<file path="src/rtl/dram_arb_pkg.sv">
// Shared types and bus widths for the two-port DRAM weighted round-robin arbiter.
package dram_arb_pkg;

    localparam int ADDR_W = 32;
    localparam int DATA_W = 144;
    localparam int BE_W   = 18;

    typedef enum logic [1:0] {
        IDLE = 2'd0,
        GNT0 = 2'd1,
        GNT1 = 2'd2
    } gnt_state_t;

    typedef struct packed {
        logic [ADDR_W-1:0] addr;
        logic              rnw;
        logic [DATA_W-1:0] wr_data;
        logic [BE_W-1:0]   wr_be;
    } cmd_t;

endpackage

</file>
<file path="src/rtl/dram_arb_tag_fifo.sv">
// In-order 1-bit tag FIFO recording which port issued each outstanding read.
// Latency: a pushed tag reaches the head one cycle after the push; head is read from storage.
// Backpressure: push is taken when not full or when popping in the same cycle; pop of an empty FIFO is ignored.
module dram_arb_tag_fifo #(
    parameter int DEPTH = 32
) (
    input  logic dram_clk,
    input  logic dram_rst,
    input  logic push,
    input  logic push_dat,
    input  logic pop,
    output logic head_dat,
    output logic full,
    output logic empty
);

    localparam int AW = $clog2(DEPTH);

    logic [DEPTH-1:0] mem;
    logic [AW-1:0]    wr_ptr;
    logic [AW-1:0]    rd_ptr;
    logic [AW:0]      count;
    logic             push_ok;
    logic             pop_ok;

    assign pop_ok   = pop & ~empty;
    assign push_ok  = push & (~full | pop_ok);
    assign full     = (count == (AW+1)'(DEPTH));
    assign empty    = (count == '0);
    assign head_dat = mem[rd_ptr];

    always_ff @(posedge dram_clk) begin
        if (dram_rst) begin
            wr_ptr <= '0;
            rd_ptr <= '0;
            count  <= '0;
        end else begin
            if (push_ok) wr_ptr <= wr_ptr + 1'b1;
            if (pop_ok)  rd_ptr <= rd_ptr + 1'b1;
            case ({push_ok, pop_ok})
                2'b10:   count <= count + 1'b1;
                2'b01:   count <= count - 1'b1;
                default: ;
            endcase
        end
    end

    // Storage needs no reset: the head is only consumed while the FIFO is non-empty.
    always_ff @(posedge dram_clk) begin
        if (push_ok) mem[wr_ptr] <= push_dat;
    end

endmodule

</file>
<file path="src/rtl/dram_wrr_arbiter.sv">
// Two-port weighted round-robin DRAM command arbiter with in-order read-return steering; DRAM_ARB_STATS_EN adds counters.
// Latency: command and ack combinational from registered grant; IDLE->grant 1 cycle, quota switch 1 bubble.
// Backpressure: ack only when DRAM ready and, for reads, a tag slot is free; stalled port keeps the grant.
module dram_wrr_arbiter
    import dram_arb_pkg::*;
#(
    parameter int QUOTA0    = 4,
    parameter int QUOTA1    = 1,
    parameter int RD_BEATS  = 2,
    parameter int TAG_DEPTH = 32
) (
    input  logic              dram_clk,
    input  logic              dram_rst,
    output logic [ADDR_W-1:0] master_cmd_addr,
    output logic              master_cmd_rnw,
    output logic              master_cmd_valid,
    output logic [DATA_W-1:0] master_wr_data,
    output logic [BE_W-1:0]   master_wr_be,
    input  logic [DATA_W-1:0] master_rd_data,
    input  logic              master_rd_valid,
    input  logic              master_fifo_ready,
    input  logic [ADDR_W-1:0] slave0_cmd_addr,
    input  logic              slave0_cmd_rnw,
    input  logic              slave0_cmd_valid,
    input  logic [DATA_W-1:0] slave0_wr_data,
    input  logic [BE_W-1:0]   slave0_wr_be,
    output logic              slave0_ack,
    output logic [DATA_W-1:0] slave0_rd_data,
    output logic              slave0_rd_valid,
    input  logic [ADDR_W-1:0] slave1_cmd_addr,
    input  logic              slave1_cmd_rnw,
    input  logic              slave1_cmd_valid,
    input  logic [DATA_W-1:0] slave1_wr_data,
    input  logic [BE_W-1:0]   slave1_wr_be,
    output logic              slave1_ack,
    output logic [DATA_W-1:0] slave1_rd_data,
    output logic              slave1_rd_valid,
    output logic              rd_underflow,
    output logic [31:0]       stat_cmd0,
    output logic [31:0]       stat_cmd1,
    output logic [31:0]       stat_stall
);

    gnt_state_t state, state_nxt, other_state;
    logic [7:0] cnt, cnt_nxt, quota_last;
    logic       bubble, bubble_nxt;
    cmd_t       s0_cmd, s1_cmd, gnt_cmd;
    logic       gnt_vld, other_vld, accept;

    logic       tag_push, tag_pop, tag_head, tag_fifo_full, tag_empty, tag_full;
    logic [1:0] beat_cnt;
    logic       beat_last;

    assign s0_cmd = {slave0_cmd_addr, slave0_cmd_rnw, slave0_wr_data, slave0_wr_be};
    assign s1_cmd = {slave1_cmd_addr, slave1_cmd_rnw, slave1_wr_data, slave1_wr_be};

    always_ff @(posedge dram_clk) begin
        if (dram_rst) begin
            state  <= IDLE;
            cnt    <= '0;
            bubble <= 1'b0;
        end else begin
            state  <= state_nxt;
            cnt    <= cnt_nxt;
            bubble <= bubble_nxt;
        end
    end

    // Quota expiry hands over through one dead cycle; a switch caused by the
    // granted port going idle is already a non-issuing cycle and needs none.
    always_comb begin
        state_nxt  = state;
        cnt_nxt    = cnt;
        bubble_nxt = 1'b0;
        case (state)
            IDLE: begin
                cnt_nxt = '0;
                if (slave0_cmd_valid)      state_nxt = GNT0;
                else if (slave1_cmd_valid) state_nxt = GNT1;
            end
            GNT0, GNT1: begin
                if (!bubble) begin
                    if (accept) begin
                        if (cnt == quota_last) begin
                            cnt_nxt = '0;
                            if (other_vld) begin
                                state_nxt  = other_state;
                                bubble_nxt = 1'b1;
                            end
                        end else begin
                            cnt_nxt = cnt + 1'b1;
                        end
                    end else if (!gnt_vld) begin
                        cnt_nxt   = '0;
                        state_nxt = other_vld ? other_state : IDLE;
                    end
                end
            end
            default: state_nxt = IDLE;
        endcase
    end

    always_comb begin
        gnt_cmd     = '0;
        gnt_vld     = 1'b0;
        other_vld   = 1'b0;
        other_state = IDLE;
        quota_last  = '0;
        case (state)
            GNT0: begin
                gnt_cmd     = s0_cmd;
                gnt_vld     = slave0_cmd_valid;
                other_vld   = slave1_cmd_valid;
                other_state = GNT1;
                quota_last  = 8'(QUOTA0 - 1);
            end
            GNT1: begin
                gnt_cmd     = s1_cmd;
                gnt_vld     = slave1_cmd_valid;
                other_vld   = slave0_cmd_valid;
                other_state = GNT0;
                quota_last  = 8'(QUOTA1 - 1);
            end
            default: ;
        endcase
        accept = gnt_vld & ~bubble & master_fifo_ready & (~gnt_cmd.rnw | ~tag_full);
    end

    assign master_cmd_addr  = gnt_cmd.addr;
    assign master_cmd_rnw   = gnt_cmd.rnw;
    assign master_wr_data   = gnt_cmd.wr_data;
    assign master_wr_be     = gnt_cmd.wr_be;
    assign master_cmd_valid = accept;
    assign slave0_ack       = accept & (state == GNT0);
    assign slave1_ack       = accept & (state == GNT1);

    // A full FIFO still takes a read in the cycle the head tag retires.
    assign beat_last = (beat_cnt == 2'(RD_BEATS - 1));
    assign tag_pop   = master_rd_valid & ~tag_empty & beat_last;
    assign tag_full  = tag_fifo_full & ~tag_pop;
    assign tag_push  = accept & gnt_cmd.rnw;

    dram_arb_tag_fifo #(
        .DEPTH(TAG_DEPTH)
    ) u_tag_fifo (
        .dram_clk (dram_clk),
        .dram_rst (dram_rst),
        .push     (tag_push),
        .push_dat (state == GNT1),
        .pop      (tag_pop),
        .head_dat (tag_head),
        .full     (tag_fifo_full),
        .empty    (tag_empty)
    );

    always_ff @(posedge dram_clk) begin
        if (dram_rst) begin
            beat_cnt     <= '0;
            rd_underflow <= 1'b0;
        end else if (master_rd_valid) begin
            if (tag_empty)      rd_underflow <= 1'b1;
            else if (beat_last) beat_cnt     <= '0;
            else                beat_cnt     <= beat_cnt + 1'b1;
        end
    end

    assign slave0_rd_data  = master_rd_data;
    assign slave1_rd_data  = master_rd_data;
    assign slave0_rd_valid = master_rd_valid & ~tag_empty & ~tag_head;
    assign slave1_rd_valid = master_rd_valid & ~tag_empty & tag_head;

`ifdef DRAM_ARB_STATS_EN
    logic [31:0] cmd0_q, cmd1_q, stall_q;
    logic        stall;

    assign stall = (slave0_cmd_valid | slave1_cmd_valid) & ~accept;

    always_ff @(posedge dram_clk) begin
        if (dram_rst) begin
            cmd0_q  <= '0;
            cmd1_q  <= '0;
            stall_q <= '0;
        end else begin
            if (slave0_ack && cmd0_q != '1) cmd0_q  <= cmd0_q + 1'b1;
            if (slave1_ack && cmd1_q != '1) cmd1_q  <= cmd1_q + 1'b1;
            if (stall && stall_q != '1)     stall_q <= stall_q + 1'b1;
        end
    end

    assign stat_cmd0  = cmd0_q;
    assign stat_cmd1  = cmd1_q;
    assign stat_stall = stall_q;
`else
    assign stat_cmd0  = '0;
    assign stat_cmd1  = '0;
    assign stat_stall = '0;
`endif

endmodule

</file>
<file path="config.mk">
export PLATFORM = sky130hd
export DESIGN_NAME = dram_wrr_arbiter
export DESIGN_NICKNAME = d
export VERILOG_FILES = /design/src/rtl/dram_arb_pkg.sv /design/src/rtl/dram_arb_tag_fifo.sv /design/src/rtl/dram_wrr_arbiter.sv
export SDC_FILE = /design/constraint.sdc
export NUM_CORES = 1
export LEC_CHECK = 0
export ABC_AREA = 0
export ABC_CLOCK_PERIOD_IN_PS = 7250
export CORE_AREA = 4 4 438 440
export DETAILED_ROUTE_END_ITERATION = 8
export DIE_AREA = 0 0 442 444
export SYNTH_ARGS = -nofsm -noshare
export SYNTH_HDL_FRONTEND = slang
export SYNTH_SLANG_ARGS = --single-unit
</file>
<file path="constraint.sdc">
create_clock -name dram_clk -period 7.25 [get_ports dram_clk]
set_clock_uncertainty 0.2 [all_clocks]
set_input_delay 1.45 -clock dram_clk [delete_from_list [all_inputs] [get_ports dram_clk]]
set_output_delay 1.45 -clock dram_clk [all_outputs]
set_load 0.02 [all_outputs]
</file>
-- Word level (Yosys, flattened, before mapping)
Index checks and enable logic that the tools add are counted.
- flip-flop bits (word level): 62
- bits of input ports: 540
- output and inout port bits: 585
- word-level logic and storage cells: 93
- $add $sub $neg: 6
- magnitude comparators: 3
- eq/ne operators: 12
- mux-type cells: 27
- bitwise operators: 25
- reductions and logical operators: 11
- operators by type and width (cell ; count):
    case mux 195 bit (2 select lines) ; 1
    bitwise mux 32 bit ; 1
    2-to-1 mux 8 bit ; 4
    2-to-1 mux 2 bit ; 10
    case mux 8 bit (2 select lines) ; 1
    AND 1 bit ; 13
    < comparator 5 x 6 -> 1 bit (second input constant) ; 2
    inequality test 3 bit (second input constant) ; 4
    case mux 6 bit (2 select lines) ; 1
    adder 5 x 1 -> 5 bit (second input constant) ; 2
    NOT 1 bit ; 10
    adder 8 x 1 -> 8 bit (second input constant) ; 1
    == test 8 bit ; 1
    case mux 2 bit (2 select lines) ; 2
    adder 6 x 1 -> 6 bit (second input constant) ; 1
    == test 2 x 1 -> 1 bit (second input constant) ; 3
    == test 6 bit (second input constant) ; 1
    logical NOT 6 bit ; 1
    subtractor 6 x 1 -> 6 bit (second input constant) ; 1
    binary-select mux 1 bit (select 5 bit) ; 1
    demux 1 bit (select 5 bit) ; 1
    greater-or-equal comparator 5 x 1 -> 1 bit (second input constant) ; 1
    AND reduction 5 bit ; 1
    OR reduction 5 bit ; 1
    12 further kinds ; 19

-- Longest topological paths before layout
Gate-level depths: netlist (run 1).
- word-level depth: 13
- depth in mapped cells: 16
- mapped depth without buffers: 14

-- Modules after synthesis
Synthesis (run 1) repeated with hierarchy kept, for this count alone.
- cells, all modules: 963
- area total of the unflattened synthesis: 8196.6 um2
- by module, submodules not included (module ; times used ; cells an instance ; area each (um2) ; seq. area each (um2)):
    dram_wrr_arbiter ; 1 ; 742 ; 5729.2 ; 280.3
    dram_arb_tag_fifo ; 1 ; 221 ; 2467.4 ; 1281.2

-- Worst setup path before layout (run 1)
OpenSTA, ideal clock, no wires.
- path type: input to register
- start point: input port slave0_cmd_valid
- end point: register u_tag_fifo.count[4]
- setup time: 0.132 ns
- arrival: 3.978 ns
- data required time: 6.918 ns
- path slack: 2.940 ns
- cell stages on the path: 15
- path buffers: 3
- cell sequence: clkbuf_1 a22oi_1 nor4_1 and2_1 buf_2 inv_1 ha_1 clkbuf_1 xor2_1 ha_1 a21oi_1 o22ai_1 a222oi_1 or3_1 a21oi_1
- longest elaborated chain between the ends: 8
- elaborated cells between the ends (all ways): 10
- those cells by class: eq/ne (2); mux (2); bitwise (5); reduce/logical (1)
- ends and longest elaborated chain (element ; RTL line ; text):
    start: declaration ; dram_wrr_arbiter.sv:24 ; input logic slave0_cmd_valid,
    case mux 1 bit (2 select lines) (*) ; dram_wrr_arbiter.sv:109 ; case (state)
    AND 1 bit (*) (3 in a row) ; dram_wrr_arbiter.sv:126 ; accept = gnt_vld & ~bubble & master_fifo_ready & (~gnt_cmd.rnw | ~tag_full);
    AND 1 bit (*) ; dram_wrr_arbiter.sv:141 ; assign tag_push = accept & gnt_cmd.rnw;
    AND 1 bit (*) ; dram_arb_tag_fifo.sv:27 ; assign push_ok = push & (~full | pop_ok);
    == test 2 x 1 -> 1 bit or == test 2 bit (tied branches) ; dram_arb_tag_fifo.sv:40 ; case ({push_ok, pop_ok})
    case mux 6 bit (2 select lines) or nonzero test 2 bit (tied branches) ; - ;
    end signal: assignment ; dram_arb_tag_fifo.sv:41 ; 2'b10: count <= count + 1'b1;
    end signal: assignment ; dram_arb_tag_fifo.sv:42 ; 2'b01: count <= count - 1'b1;
    end: declaration ; dram_arb_tag_fifo.sv:22 ; logic [AW:0] count;
Every way passes the cells marked *; elsewhere a longest branch is shown, timed or not.
A chain may end at the register's enable or synchronous reset.

-- Worst setup path in the final report (run 1)
- start point: register state[0]
- end point: output port master_wr_data[45]
- longest elaborated chain between the ends: 2
- elaborated cells between the ends (all ways): 3
- those cells by class: eq/ne (2); mux (1)
- ends and longest elaborated chain (element ; RTL line ; text):
    start: declaration ; dram_wrr_arbiter.sv:44 ; gnt_state_t state, state_nxt, other_state;
    start signal: assignment ; dram_wrr_arbiter.sv:63 ; state <= state_nxt;
    == test 2 bit or == test 2 x 1 -> 1 bit (tied branches) ; dram_wrr_arbiter.sv:109 ;
    case mux 195 bit (2 select lines) (*) ; dram_wrr_arbiter.sv:109 ;
    end: declaration ; dram_wrr_arbiter.sv:17 ; output logic [DATA_W-1:0] master_wr_data,
Marked as above.

==> results of run 1 <==
[per-stage QoR]
step	instance area, µm²	hold WS (ns)	util	std cells	power [mW]
2_1_floorplan	8432	0.2763	-	1040	0.9184
3_3_place_gp	14490	0.2685	0.07723	3695	1.173
3_5_place_dp	14490	0.2721	0.07723	3695	1.175
4_1_cts	14840	0.3012	0.07913	3711	1.669
5_1_grt	14870	0.3360	0.07925	3720	1.698
6_report	14940	0.3068	0.07962	3748	1.646
[sequential cells by signal, indices dropped and copies added (netlist names)]
| register | flops |
|---|---|
| cnt | 8 |
| u_tag_fifo.count | 6 |
| rd_underflow | 1 |
| u_tag_fifo.wr_ptr | 5 |
| u_tag_fifo.rd_ptr | 5 |
| bubble | 1 |
| u_tag_fifo.mem | 32 |
| beat_cnt | 2 |
| state | 2 |
[power by group through the flow]
stage	registers (mW)	logic, mW	clock network, mW
CTS	0.377	0.796	0.497
global route	0.377	0.808	0.513
global placement	0.384	0.788	0
finish	0.377	0.779	0.490
detailed placement	0.384	0.791	0
floorplan	0.384	0.534	0
[per-layer routing]
layer,global-route usage,vias up
met1,0.1110,4395
li1,-,3500
met4,0.02128,108
met2,0.2682,1235
met5,0.01050,-
met3,0.1030,437
[worst reg2reg max path, delay by kind of cell, from the launching register on]
kind            cells  cell delay, ns
simple gates        3            1.14
compound gates      5            1.03
fa+ha+maj           3            0.71
buf+inv             3            0.58
flops               1            0.35
xor+xnor            1            0.20
[logic make-up (layout without fill, tap and decap cells)]
kind of cell             Yosys count  count (layout)
AO/OA/AOI/OAI                    252             252
XOR/XNOR                          15              15
adder cells (fa/ha/maj)           13              13
buffers and inverters            453             629
flip-flops                        62              62
multiplexers                      14              14
other                              1             133
AND/OR/NAND/NOR                  135             135
[path summary, 6_finish.rpt]
check,start,to
max reg2reg,state[0]$_SDFFE_PP0P_,u_tag_fifo.count[4]$_SDFFE_PP0P_
max,state[0]$_SDFFE_PP0P_,master_wr_data[45]
min reg2reg,rd_underflow$_SDFFE_PP0P_,rd_underflow$_SDFFE_PP0P_
min,rd_underflow$_SDFFE_PP0P_,rd_underflow$_SDFFE_PP0P_
[layout by cell type, fill, tap and decap left out, types with 12 or more instances in the layout]
cell type and instances:
sky130_fd_sc_hd__clkbuf_16 12, sky130_fd_sc_hd__nand2_1 13, sky130_fd_sc_hd__diode_2 37, sky130_fd_sc_hd__a22o_1 194
sky130_fd_sc_hd__clkdlybuf4s50_1 596, sky130_fd_sc_hd__a21oi_1 22, sky130_fd_sc_hd__o21ai_0 12, sky130_fd_sc_hd__dfxtp_1 30
sky130_fd_sc_hd__edfxtp_1 32, sky130_fd_sc_hd__conb_1 96, sky130_fd_sc_hd__nor2_1 57, sky130_fd_sc_hd__ha_1 13
[Yosys cell counts, types with 4 or more instances]
cell type                  count  share of area
sky130_fd_sc_hd__nor2_1       57          0.026
sky130_fd_sc_hd__nand3b_1      5         0.0046
sky130_fd_sc_hd__clkbuf_1     55          0.026
sky130_fd_sc_hd__mux2i_1       4         0.0050
sky130_fd_sc_hd__nand2_1      13         0.0060
sky130_fd_sc_hd__nor3_1        5         0.0031
sky130_fd_sc_hd__or3_1         9         0.0070
sky130_fd_sc_hd__o21ai_0      12         0.0074
sky130_fd_sc_hd__nand3_1       7         0.0043
sky130_fd_sc_hd__a22oi_1       4         0.0037
sky130_fd_sc_hd__a21oi_1      22          0.014
sky130_fd_sc_hd__inv_1         9         0.0042
sky130_fd_sc_hd__xnor2_1       8         0.0087
sky130_fd_sc_hd__mux4_2        9          0.025
sky130_fd_sc_hd__xor2_1        7         0.0076
sky130_fd_sc_hd__a22o_1      194           0.21
sky130_fd_sc_hd__edfxtp_1     32           0.12
sky130_fd_sc_hd__buf_4       385           0.36
sky130_fd_sc_hd__nand2b_1      7         0.0054
sky130_fd_sc_hd__dfxtp_1      30          0.074
sky130_fd_sc_hd__ha_1         13          0.020
[area by class of cell]
class                      count  area [µm²]  area share
antenna                       37       92.59    0.006199
clock buffer                  13       314.1     0.02103
clock inverter                 3       41.29    0.002764
inverter                       9       33.78    0.002262
multi-input combinational    525        3721      0.2491
sequential                    62        1562      0.1045
tap                         2495        3122      0.2090
timing repair buffer         604        6051      0.4051
==> out/qor_table.md, run 1 <==
| Result | Value | Unit |
| --- | --- | --- |
| Actual slew at the worst max-slew pin | 1.046 | ns |
| Share of the synthesized area in compound gates (AO/OA/AOI/OAI) | 0.2608 | - |
| Synthesized flop and latch total | 62 | - |
| Buffers & Inverters on Critical Path | 3 | - |
| Run status | finished, final reports clean | - |
| Area growth, synth to finish | 84.97 | % |
| TritonCTS clock tree | yes | - |
| Number of buffers added on ports | 596 | - |
| Cell count of the worst reg-to-reg path | 15 | - |
| Switching component of the power | 0.5717 | mW |
| Ratio of cells with drive above 1 in the final layout | 0.04030 | - |
| Bufs on Longest Clock Path | 2 | - |
| Yosys cell types | 60 | - |
| Global route total overflow | 0 | - |
| Unrepaired setup endpoints after global routing | no | - |
| Worst-Skew Late Latency | 0.33 | ns |
| Post-synthesis instance area | 0.008075 | mm² |
| Int Pwr | 1.074 | mW |
| Worst setup slack before clock tree synthesis | 1.871 | ns |
| DRC viols | 0 | - |
| Average cell area after synthesis | 8.545 | µm² |
| Min Tclk post-route | 5.582 | ns |
| Clock transition at path regs | 0.05 | ns |
| Wl on met1 | 39860 | µm |
| Peak per-stage delay on the critical path | 0.76 | ns |
| Filler cells | 21801 | - |
| Number of buffers created by CTS | 9 | - |
| Max transition margin | 0.3008 | - |
| Cell family with the largest share of critical-path delay | buffers and inverters | - |
| Proportion of power drawn by combinational gates | 0.473 | - |
| Number of max-cap violations | 0 | - |
| Post-layout nets | 1764 | - |
| Router iterations before antenna repair | 6 | - |
| Highest metal layer with signal wires | met5 | - |
| Warnings from Yosys | 0 | - |
| Leak | 4.477 | nW |
| Remaining antenna violation count | 0 | - |
| Crit path capture type | primary output | - |
| Initial cell density of the core | 0.04304 | - |
| Synth Instances | 945 | - |
| Clk sinks | 62 | - |
| Level count of the clock H-tree | 3 | - |
| Required time reported for the critical path endpoint | 5.60 | ns |
| Cell at the root of the clock tree | sky130_fd_sc_hd__clkbuf_16 | - |
| Ports | 1125 | - |
| First-pass GRT wire length | 162200 | µm |
| Vias after detailed routing | 9675 | - |
| Final Slew Violations | 0 | - |
| Worst Path Arrival | 3.93 | ns |
| Maximum operating frequency | 179.1 | MHz |
| Die Wd | 442 | µm |
| Routability-driven placement congestion ratio | 0.9003 | - |
| Post-DP HPWL | 133800 | µm |
| Final hold violation count | 0 | - |
| List of cells traversed by the critical path | inv_1 > ha_1 > and2_4 > buf_12 > a22o_1 > clkdlybuf4s50_1 | - |
| Reg2reg setup slack | 2.87 | ns |
| Switch share | 0.3473 | - |
| Via count of the first global-routing pass | 8509 | - |
| CP Depth | 6 | - |
| Maximum number of pins on one net before global-route repair | 105 | - |
| Share of cell area taken by muxes after synthesis | 0.03145 | - |
| Dominant register cell in the synthesized netlist | sky130_fd_sc_hd__edfxtp_1 | - |
| Detailed-route wire length per cell | 38.36 | µm |
| Initial DRC count | 1017 | - |
| Fraction of power consumed by the clock network | 0.298 | - |
| Die Area | 0.1962 | mm² |
| Overall global routing resource usage | 0.1385 | - |
| Cell Rows | 159 | - |
| Crit-path slowest cell | sky130_fd_sc_hd__and2_4 | - |
| Power density relative to cell area | 110.2 | mW/mm² |
| Detail Route met2 WL | 76290 | µm |
| Placeable core area | 0.1876 | mm² |
| Number of gates resized after CTS | 0 | - |
| Area share of and/or/nand/nor cells after synthesis | 0.08692 | - |
| Type of the tightest min-delay check | register to register | - |
| Post-CTS Setup Inserts | 0 | - |
| Final WL | 143800 | µm |
| Detailed-route vias per instance | 2.581 | - |
| Largest family of logic cells by synthesized area | buffers and inverters | - |
| Number of flops mapped to enable cells by yosys | 32 | - |
| Part of the total power dissipated in sequential elements | 0.229 | - |
| Hold Path Cell Cnt | 2 | - |
| Setup slack of the critical path after layout | 1.668 | ns |
| Maximum resistive drop on vdd | 0.1154 | mV |
| Routed wire length on met3 | 22370 | µm |
| Total Negative Setup Slacks | 0 | ns |
| XOR/XNOR share of the synthesized area | 0.01627 | - |
| Chip Height | 444 | µm |
| Sequential share of the synthesized area | 0.1934 | - |
| Critical-path maximum fanout | 104 | - |
| Initial antenna violation count | 234 | - |
| Worst Path Class, Setup | register to primary output | - |
| Fraction of the mapped netlist area in adder cells | 0.02014 | - |
| Setup violations, final | 0 | - |
| Crit share post-route | 0.7699 | - |
| # hold bufs at CTS | 0 | - |
| Proportion of synthesized flip-flops having asynchronous set or reset | 0 | - |
| Startpoint class of the critical path | register | - |
Power figures use the tool's default switching activity.
==> run 2, diff against run 1 <==
ABC_CLOCK_PERIOD_IN_PS = 5200   (was 7250)
CORE_AREA = 4 4 442 444   (was 4 4 438 440)
DIE_AREA = 0 0 446 448   (was 0 0 442 444)
clock period = 5.2 ns   (was 7.25 ns; I/O delays follow)
==> run 2 against run 1 <==
Effect of this change: sequential cell count did not move; largest cell class unchanged; via count fell by 1.8%; first-iteration DRC count fell by 5.5%; clock power rose by 8.2%; global-route usage fell by 0.84 points; register-to-register slack got worse by 1.8 ns; worst setup slack got worse by 1.0 ns; sequential share of layout area barely moved.
==> out/qor_table.md, run 2 (synthesis results as in run 1) <==
| Result | Value | Unit | vs previous |
| --- | --- | --- | --- |
| Final WL | 138100 | µm | was 143800 µm |
| Post-route non-filler standard cell count | 3785 | - | was 3748 |
| Final Slew Violations | 0 | - | unchanged |
| Placeable core area | 0.1916 | mm² | was 0.1876 mm² |
| Crit path capture type | primary output | - | unchanged |
| Endpoint of the most critical setup path | master_wr_data[34] | - | was master_wr_data[45] |
| Routability-driven placement congestion ratio | 0.8748 | - | was 0.9003 |
| Filler cells | 22287 | - | was 21801 |
| Biggest regs | u_tag_fifo.mem: 32 flops, cnt: 8 flops, u_tag_fifo.count: 6 flops | - | unchanged |
| Min Tclk post-route | 4.540 | ns |  |
| Cell Rows | 161 | - | was 159 |
| Worst reg2reg startpoint | state[0]$_SDFFE_PP0P_ | - | unchanged |
| Most flops, register | u_tag_fifo.mem | - | unchanged |
| Number of flip-flops in the largest register | 32 | - | unchanged |
| # hold bufs at CTS | 0 | - | unchanged |
| Switching component of the power | 0.7589 | mW | was 0.5717 mW |
| Worst-Skew Late Latency | 0.32 | ns | was 0.33 ns |
| Initial DRC count | 961 | - | was 1017 |
| Power density relative to cell area | 142.4 | mW/mm² | was 110.2 mW/mm² |
| Vias after detailed routing | 9497 | - | was 9675 |
| Initial cell density of the core | 0.04215 | - | was 0.04304 |
| Critical-path maximum fanout | 85 | - | was 104 |
| Crit share post-route | 0.8731 | - |  |
| Part of the total power dissipated in sequential elements | 0.248 | - | was 0.229 |
| Initial antenna violation count | 209 | - | was 234 |
| Highest-count cells in the layout ignoring fill and taps | sky130_fd_sc_hd__clkdlybuf4s50_1 (569), sky130_fd_sc_hd__a22o_1 (194), sky130_fd_sc_hd__conb_1 (96) | - | was sky130_fd_sc_hd__clkdlybuf4s50_1 (596), sky130_fd_sc_hd__a22o_1 (194), sky130_fd_sc_hd__conb_1 (96) |
| Area growth, synth to finish | 84.41 | % | was 84.97% |
| Overall global routing resource usage | 0.1300 | - | was 0.1385 |
| Worst Path Arrival | 3.30 | ns | was 3.93 ns |
| Proportion of power drawn by combinational gates | 0.502 | - | was 0.473 |
| Global route total overflow | 0 | - | unchanged |
| Level count of the clock H-tree | 3 | - | unchanged |
| Most frequent standard cell in the layout excluding fill and tap cells | sky130_fd_sc_hd__clkdlybuf4s50_1 | - | unchanged |
| Required time reported for the critical path endpoint | 3.96 | ns | was 5.60 ns |
| Crit-path slowest cell | sky130_fd_sc_hd__clkdlybuf4s50_1 | - | was sky130_fd_sc_hd__and2_4 |
| CP Depth | 6 | - | unchanged |
| Maximum number of pins on one net before global-route repair | 103 | - | was 105 |
| Maximum resistive drop on vdd | 0.1557 | mV | was 0.1154 mV |
| Final hold violation count | 0 | - | unchanged |
| First-pass GRT wire length | 153200 | µm | was 162200 µm |
| Total power | 2.121 | mW | was 1.646 mW |
| Detailed-route vias per instance | 2.509 | - | was 2.581 |
| Run status | finished, final reports clean | - | unchanged |
| Unrepaired setup endpoints after global routing | no | - | unchanged |
| Post-DP HPWL | 128700 | µm | was 133800 µm |
| Number of buffers created by CTS | 9 | - | unchanged |
| Remaining antenna violation count | 0 | - | unchanged |
| Number of buffers added on ports | 596 | - | unchanged |
| Cell at the root of the clock tree | sky130_fd_sc_hd__clkbuf_16 | - | unchanged |
| Destination of the worst register-to-register timing path | u_tag_fifo.count[4]$_SDFFE_PP0P_ | - | unchanged |
| Cell family with the largest share of critical-path delay | buffers and inverters | - | unchanged |
| List of cells traversed by the critical path | inv_1 > ha_1 > and2_4 > buf_12 > a22o_1 > clkdlybuf4s50_1 | - | unchanged |
| Chip Height | 448 | µm | was 444 µm |
| Via count of the first global-routing pass | 8284 | - | was 8509 |
| Max transition margin | 0.2805 | - | was 0.3008 |
| Fraction of power consumed by the clock network | 0.250 | - | was 0.298 |
| Setup violations, final | 0 | - | unchanged |
| Die Area | 0.1998 | mm² | was 0.1962 mm² |
| Clock transition at path regs | 0.05 | ns | about the same |
| Total Negative Setup Slacks | 0 | ns | unchanged |
| Maximum operating frequency | 220.3 | MHz |  |
| Cell count of the worst reg-to-reg path | 14 | - | was 15 |
| Int Pwr | 1.362 | mW | was 1.074 mW |
| Number of gates resized after CTS | 0 | - | unchanged |
| Router iterations before antenna repair | 7 | - | was 6 |
| Reg2reg setup slack | 1.12 | ns | was 2.87 ns |
| Switch share | 0.3578 | - | was 0.3473 |
| Buffers & Inverters on Critical Path | 3 | - | unchanged |
| Die Wd | 446 | µm | was 442 µm |
| Actual slew at the worst max-slew pin | 1.076 | ns | was 1.046 ns |
| Bufs on Longest Clock Path | 2 | - | unchanged |
| Detailed-route wire length per cell | 36.49 | µm | was 38.36 µm |
| TritonCTS clock tree | yes | - | unchanged |
| Startpoint class of the critical path | register | - | unchanged |
| Leak | 4.506 | nW | was 4.477 nW |
| Type of the tightest min-delay check | register to register | - | unchanged |
| Number of max-cap violations | 0 | - | unchanged |
| CP startpoint | state[0]$_SDFFE_PP0P_ | - | unchanged |
| Ratio of cells with drive above 1 in the final layout | 0.06076 | - | was 0.04030 |
| Peak per-stage delay on the critical path | 0.76 | ns | about the same |
| Ports | 1125 | - | unchanged |
| Post-CTS Setup Inserts | 0 | - | unchanged |
| Placed instance count | 3728 | - | was 3695 |
| Worst Path Class, Setup | register to primary output | - | unchanged |
| Post-layout nets | 1766 | - | was 1764 |
| DRC viols | 0 | - | unchanged |
| Clk sinks | 62 | - | unchanged |
-- run 2: cell types whose count changed in the layout (fill, tap and decap cells not counted), sizes merged --
cell,before,now
clkinv,1,2
diode,37,41
clkdlybuf4s50,596,569
buf,8,37
bufinv,1,0
inv,10,9
clkbuf,13,14
-- run 2: worst min-delay path, cell delays in order (launching register included) --
cell	delay, ns
sky130_fd_sc_hd__dfxtp_1	0.33
sky130_fd_sc_hd__a21oi_1	0.04
sky130_fd_sc_hd__nor2_1	0.08
-- run 2: worst min-delay path by stage --
| stage | end | start | cells after the start | slack, ns |
|---|---|---|---|---|
| floorplan | cnt[3]$_SDFFE_PP0P_ | cnt[3]$_SDFFE_PP0P_ | 2 | 0.28 |
| global placement | rd_underflow$_SDFFE_PP0P_ | rd_underflow$_SDFFE_PP0P_ | 2 | 0.26 |
| detailed placement | rd_underflow$_SDFFE_PP0P_ | rd_underflow$_SDFFE_PP0P_ | 2 | 0.28 |
| CTS | rd_underflow$_SDFFE_PP0P_ | rd_underflow$_SDFFE_PP0P_ | 2 | 0.30 |
| global route | rd_underflow$_SDFFE_PP0P_ | rd_underflow$_SDFFE_PP0P_ | 2 | 0.34 |
| finish | rd_underflow$_SDFFE_PP0P_ | rd_underflow$_SDFFE_PP0P_ | 2 | 0.29 |
-- run 2: through the flow --
stage / instance area (µm²) / setup slack (ns) / hold WS (ns) / util
3_5_place_dp: 14530 / 0.4926 / 0.2834 / 0.07582
2_1_floorplan: 8432 / 1.287 / 0.2763 / -
4_1_cts: 14790 / 0.6315 / 0.2961 / 0.07720
6_report: 14890 / 0.6601 / 0.2921 / 0.07773
5_1_grt: 14840 / 0.5325 / 0.3369 / 0.07746
3_3_place_gp: 14530 / 0.6230 / 0.2564 / 0.07582
-- run 2: per-layer routing --
layer	routed length [µm]	track usage	up-vias	part of all wire
li1	-	-	3510	-
met2	71130	0.2399	1203	0.52
met4	6166	0.03918	104	0.045
met3	23970	0.1033	434	0.17
met5	1016	0.01178	-	0.0074
met1	35820	0.1026	4246	0.26
-- run 2: final cells by class --
class	instances	area [µm²]	area share
Antenna cell	41	102.6	0.006890
Clock buffer	14	254.0	0.01706
Clock inverter	2	10.01	0.0006722
Inverter	9	33.78	0.002269
Multi-Input combinational cell	525	3721	0.2499
Sequential cell	62	1562	0.1049
Tap cell	2526	3161	0.2122
Timing Repair Buffer	606	6048	0.4061
-- run 2: power by group through the flow --
stage                     clock network (mW)  registers (mW)  logic, mW
after floorplan                            0           0.536      0.745
final                                  0.530           0.526       1.06
after global routing                   0.561           0.526       1.11
after CTS                              0.539           0.526       1.09
after detailed placement                   0           0.536       1.08
after global placement                     0           0.535       1.08
